`src/rtl/lsu_bus_master.sv`:
```
// Data-memory bus initiator: one aligned load/store per request, word bus, lane-aligned load return.
// Latency: start to done 3 cycles minimum (1 REQ + 1 RESP); misaligned requests complete after 1 cycle.
// Backpressure: holds the request until bus_gnt, waits for bus_rvalid; core stalls on busy; timeout aborts.
//
// Ports:
//   clk, rst                  clock (rising edge), synchronous active-high reset
//   start/is_store/funct3     core request strobe, direction and RV32I access size
//   addr/store_data           byte address and store operand
//   bus_req/we/addr/be/wrdata bus request channel (held stable until bus_gnt)
//   bus_gnt/rvalid/rddata     bus grant and response channel
//   load_data                 aligned load result, held until the next load completes
//   busy/done/misaligned/bus_err  core status: stall, completion pulse, error pulses
//
// Optional feature macro: LSU_SIGN_EXTEND_EN
//   defined   -> load_data is sign-extended for LB/LH, zero-extended for LBU/LHU
//   undefined -> load_data is zero-filled above the access size
// TIMEOUT_CYCLES must be >= 2 and 2**CNT_W > TIMEOUT_CYCLES.

module lsu_bus_master #(
  parameter int TIMEOUT_CYCLES = 16,
  parameter int CNT_W          = 5
) (
  input  logic        clk,
  input  logic        rst,
  input  logic        start,
  input  logic        is_store,
  input  logic [2:0]  funct3,
  input  logic [31:0] addr,
  input  logic [31:0] store_data,
  output logic        bus_req,
  output logic        bus_we,
  output logic [31:0] bus_addr,
  output logic [3:0]  bus_be,
  output logic [31:0] bus_wrdata,
  input  logic        bus_gnt,
  input  logic        bus_rvalid,
  input  logic [31:0] bus_rddata,
  output logic [31:0] load_data,
  output logic        busy,
  output logic        done,
  output logic        misaligned,
  output logic        bus_err
);

  typedef enum logic [1:0] {IDLE, REQ, RESP} state_t;

  localparam logic [1:0] SZ_B = 2'd0;
  localparam logic [1:0] SZ_H = 2'd1;
  localparam logic [1:0] SZ_W = 2'd2;

  // Last active cycle index before the transaction is abandoned.
  localparam logic [CNT_W-1:0] CNT_LAST = CNT_W'(TIMEOUT_CYCLES - 1);

  state_t           state;
  logic [CNT_W-1:0] cnt;
  logic [1:0]       size_q;
  logic [1:0]       off_q;

  logic [1:0]  size_c;
  logic        mis_c;
  logic [3:0]  be_c;
  logic [31:0] wd_c;
  logic [31:0] shifted;
  logic [31:0] ld_c;

  // Request decode. Reserved size codes (011/110/111) behave as a word access.
  always_comb begin
    size_c = SZ_W;
    case (funct3)
      3'b000, 3'b100: size_c = SZ_B;
      3'b001, 3'b101: size_c = SZ_H;
      default:        size_c = SZ_W;
    endcase
  end

  always_comb begin
    mis_c = 1'b0;
    be_c  = 4'b1111;
    wd_c  = store_data;
    case (size_c)
      SZ_B: begin
        be_c = 4'b0001 << addr[1:0];
        wd_c = {4{store_data[7:0]}};
      end
      SZ_H: begin
        mis_c = addr[0];
        be_c  = 4'b0011 << {addr[1], 1'b0};
        wd_c  = {2{store_data[15:0]}};
      end
      default: begin
        mis_c = (addr[1:0] != 2'b00);
      end
    endcase
    // Loads never drive write data onto the bus.
    if (!is_store) wd_c = 32'h0;
  end

`ifdef LSU_SIGN_EXTEND_EN
  logic sext_q;

  // Signed loads (LB/LH) have funct3[2] clear.
  always_ff @(posedge clk) begin
    if (rst) begin
      sext_q <= 1'b0;
    end else if (state == IDLE && start) begin
      sext_q <= ~funct3[2];
    end
  end
`endif

  // Response alignment: bring the addressed lane down to bit 0, then trim or extend.
  always_comb begin
    shifted = bus_rddata >> {off_q, 3'b000};
    ld_c    = shifted;
    case (size_q)
      SZ_B:    ld_c = {24'h0, shifted[7:0]};
      SZ_H:    ld_c = {16'h0, shifted[15:0]};
      default: ld_c = shifted;
    endcase
`ifdef LSU_SIGN_EXTEND_EN
    if (sext_q) begin
      case (size_q)
        SZ_B:    ld_c[31:8]  = {24{shifted[7]}};
        SZ_H:    ld_c[31:16] = {16{shifted[15]}};
        default: ;
      endcase
    end
`endif
  end

  always_ff @(posedge clk) begin
    if (rst) begin
      state      <= IDLE;
      cnt        <= '0;
      size_q     <= SZ_B;
      off_q      <= 2'b00;
      bus_req    <= 1'b0;
      bus_we     <= 1'b0;
      bus_addr   <= 32'h0;
      bus_be     <= 4'h0;
      bus_wrdata <= 32'h0;
      load_data  <= 32'h0;
      busy       <= 1'b0;
      done       <= 1'b0;
      misaligned <= 1'b0;
      bus_err    <= 1'b0;
    end else begin
      done       <= 1'b0;
      misaligned <= 1'b0;
      bus_err    <= 1'b0;
      case (state)
        IDLE: begin
          if (start) begin
            if (mis_c) begin
              // Rejected without touching the bus.
              done       <= 1'b1;
              misaligned <= 1'b1;
            end else begin
              state      <= REQ;
              cnt        <= '0;
              size_q     <= size_c;
              off_q      <= addr[1:0];
              bus_req    <= 1'b1;
              bus_we     <= is_store;
              bus_addr   <= {addr[31:2], 2'b00};
              bus_be     <= be_c;
              bus_wrdata <= wd_c;
              busy       <= 1'b1;
            end
          end
        end
        REQ, RESP: begin
          // A response only counts once granted; rvalid alongside gnt in REQ is ignored.
          if (state == RESP && bus_rvalid) begin
            state <= IDLE;
            busy  <= 1'b0;
            done  <= 1'b1;
            if (!bus_we) load_data <= ld_c;
          end else if (cnt == CNT_LAST) begin
            state   <= IDLE;
            busy    <= 1'b0;
            bus_req <= 1'b0;
            done    <= 1'b1;
            bus_err <= 1'b1;
          end else begin
            cnt <= cnt + CNT_W'(1);
            if (state == REQ && bus_gnt) begin
              state   <= RESP;
              bus_req <= 1'b0;
            end
          end
        end
        default: state <= IDLE;
      endcase
    end
  end

endmodule
```
`config.mk`:
```
export PLATFORM = sky130hd
export DESIGN_NAME = lsu_bus_master
export DESIGN_NICKNAME = d
export VERILOG_FILES = /design/src/rtl/lsu_bus_master.sv
export SDC_FILE = /design/constraint.sdc
export NUM_CORES = 1
export LEC_CHECK = 0
export BUFFER_PORTS_ARGS = -buffer_cell sky130_fd_sc_hd__buf_4
export CAP_MARGIN = 20
export CORE_ASPECT_RATIO = 2
export CORE_MARGIN = 2
export CORE_UTILIZATION = 48
export DETAILED_ROUTE_END_ITERATION = 8
export HOLD_SLACK_MARGIN = 0.15
export PLACE_DENSITY = 0.8
export SYNTH_ARGS = -nofsm -noshare
export SYNTH_HDL_FRONTEND = slang
export SYNTH_SLANG_ARGS = --single-unit
```
`constraint.sdc`:
```
create_clock -name clk -period 2.3 [get_ports clk]
set_input_delay 0.69 -clock clk [delete_from_list [all_inputs] [get_ports clk]]
set_output_delay 0.69 -clock clk [all_outputs]
set_load 0.01 [all_outputs]
```
==> results.tsv <==
stage	metric	value	unit
status	status	finished, final reports clean	
floorplan	Row Count	53	
timing	setup_tns	0	ps
clock_network	Post-CTS Setup Bufs	0	
place	final weighted congestion in routability-driven placement	0.8732	
critical_path	reg2reg start	cnt[0]	
yosys	synth top area cells	dfxtp_1, nand2_1, a21oi_1	
yosys	post-synthesis simple-gate area fraction	0.1789	
power_and_ir_drop	IR drop worst, VDD	0.5840	mV
power_and_ir_drop	power per cell area	742.0	mW/mm^2
drt	Pre-Repair DR Iteration Count	5	
yosys	post-synthesis cell type count	45	
timing	final count of hold timing violations	0	
power_and_ir_drop	leakage power total	3.052	nW
global_routing	initial antenna violation count	0	
yosys	Main synth FF type	dfxtp_1	
clock_network	clk sinks	115	
yosys	synthesized cell area	0.005100	sq mm
drt	drt wl/cell	16.26	um
global_routing	gr busiest metal	met2	
global_routing	routing usage on met1	0.2617	
global_routing	GR Layer Usage met2	0.4851	
yosys	Post-Syn Instances	606	
worst_hold_path	Worst Hold Depth	2	
clock_network	H-tree lvl count	4	
clock_network	clk slew on worst S/H paths	50	ps
drt	routed wire length	15390	um
clock_network	Post-CTS Hold Fix Bufs	0	
timing	period utilization	0.8907	
critical_path	CP Capture Type	flop	
worst_hold_path	Hold Path Sink	bus_wrdata[16]	
critical_path	worst setup path category	flop to flop	
yosys	Synth Area in XOR/XNOR	0	
drt	Vias	5154	
global_routing	first-pass GRT wire length	24170	um
drt	drt drc	0	
clock_network	root buffer cell	clkbuf_16	
critical_path	reg2reg path depth	7	
worst_hold_path	HP Class	flop to flop	
critical_path	crit path from	cnt[0]	
drt	post-route ant nets	0	
global_routing	number of global-route vias before repair	5286	
global_routing	total track usage	0.2640	
floorplan	Initial Utilization	0.4898	
place	Port Buffers	207	
global_routing	largest net degree at the start of global routing	53	
floorplan	Core Area	0.01041	sq mm
timing	Clock Skew	7.866	ps
yosys	top cells by count, synth	nand2_1, dfxtp_1, a21oi_1, nor2_1, nand3_1	
timing	max-slew violation count	0	
yosys	Adder-Cell Fraction of Synth Area	0.01472	
timing	Final WS setup	251.4	ps
yosys	area leader, netlist	dfxtp_1	
critical_path	Max Fanout on Critical Path	5	
global_routing	Global Route met3 Usage	0.06815	
yosys	post-synthesis mux area share	0.1001	
floorplan	IO Pins	211	
timing	Worst Tran Pin Value	736.4	ps
yosys	sequential element share of the synthesized area	0.4514	
yosys	number of synthesized flops with an enable pin	0	
floorplan	Die ar.	0.01152	sq mm
clock_network	Clock Latency Late Sink	400	ps
timing	Final Setup Violations	0	
timing	fin crit period	2049	ps
timing	Fmax	488.1	MHz
global_routing	grt total ovfl	0	
drt	Initial DRC Count	199	
layout	nets@finish	908	
yosys	Synth Area in Compound Gates	0.1982	
drt	vias per cell	5.442	
layout	diodes inserted	0	
critical_path	Worst R2R Setup Slack	250	ps
clock_network	CTS Buf Count	17	
place	Detailed Place HPWL	11110	um
clock_network	PostCTS Resize Cnt	0	
clock_network	CTS max path bufs	2	
worst_hold_path	Hold Crit Start	bus_wrdata[16]	
timing	RSZ-0062 raised after global routing	false	
yosys	synthesized area per cell	8.416	sq um
critical_path	Worst EP required	2630	ps
timing	Rel. slew slack	0.5080	
job	Max-cap violations	0	
yosys	top-area cell type share of the netlist area	0.4514	
layout	share of layout cells above drive strength 1	0.3519	
clock_network	CTS tree	done	
floorplan	Die W	76.89	um
yosys	most frequent cell after synthesis	nand2_1	
critical_path	CP arrival	2380	ps
yosys	flops & latches, synth	115	
place	post-place setup slack	250.3	ps
yosys	largest family of logic cells by synthesized area	compound AO/OA/AOI/OAI gates	
critical_path	Startpoint Class	flop	
critical_path	RR Endpoint	state[0]	
floorplan	Die H	149.8	um
yosys	ys async rst share	0	
layout	area grow syn2layout	43.30	%
yosys	synth warn	0	
-- how the worst max path moves through the flow --
stage,slack (ps),cells past startpoint,endpoint
2_1_floorplan,510,6,bus_wrdata[10]
3_3_place_gp,310,5,busy
3_5_place_dp,250,6,bus_be[2]
4_1_cts,290,7,state[0]
5_1_grt,160,7,state[0]
6_report,250,7,state[0]
-- per-layer routing --
layer,part of all wire,up-vias
li1,-,2498
met1,0.35,2392
met2,0.55,224
met3,0.060,40
met4,0.041,0
met5,0,-
-- area by class of cell --
type,instances,area (sq um)
fill,843,3103
multi-input combinational,431,2524
timing repair buffer,223,1712
tap,137,171.4
inverter,9,33.78
sequential,115,2302
clock buffer,20,456.7
clock inverter,12,108.9
-- cell usage in the layout (no fill, tap or decap), types with 5 or more instances in the layout --
cell type and instances:
mux2i_1 24, dfxtp_1 115, mux2_2 24, ha_1 6, clkinvlp_4 5, nand2_1 129
a21oi_1 89, nor3_1 12, o21ai_0 6, clkbuf_16 17, a22oi_1 16, o2bb2ai_1 8
o2111ai_1 8, nor2_1 34, inv_1 9, o211ai_1 9, buf_4 220, nand3_1 26
-- registers in the layout (all words and copies together), names as in the netlist --
signal / cells
load_data: 32
bus_be: 4
bus_we: 1
bus_wrdata: 32
done: 1
bus_err: 1
off_q: 2
state: 2
busy: 1
size_q: 2
misaligned: 1
bus_addr: 30
bus_req: 1
cnt: 5
-- stage by stage --
stage	hold WS, ps	total power (W)	util	instances	instance area, sq um
floorplan	431.9	0.002620	-	607	5104
CTS	452.9	0.005469	0.7020	947	7308
finish	453.9	0.005423	0.7020	947	7308
global route	477.2	0.005643	0.7020	947	7308
global placement	440.3	0.002978	0.6476	915	6743
detailed placement	445.1	0.003006	0.6476	915	6743
-- cells by family (layout without fill, tap and decap cells) --
kind of cell	after synthesis	in the layout
AOI/OAI and AO/OA	159	159
adders and majority gates	6	6
buffers and inverters	61	264
DFF	115	115
muxes	48	48
other	1	2
and+or+nand+nor	216	216
-- power breakdown --
| part | internal [W] | switching, W |
|---|---|---|
| sequential | 0.00208 | 0.0000505 |
| clock | 0.00154 | 0.000916 |
| combinational | 0.000390 | 0.000447 |
-- critical path: stages (launching register included) --
cell,delay [ps]
dfxtp_1,340
ha_1,240
and3_1,210
ha_1,250
a21o_1,190
a211oi_1,420
o21ai_0,170
a21oi_1,160
No activity file was read; power rests on OpenSTA's default activity.
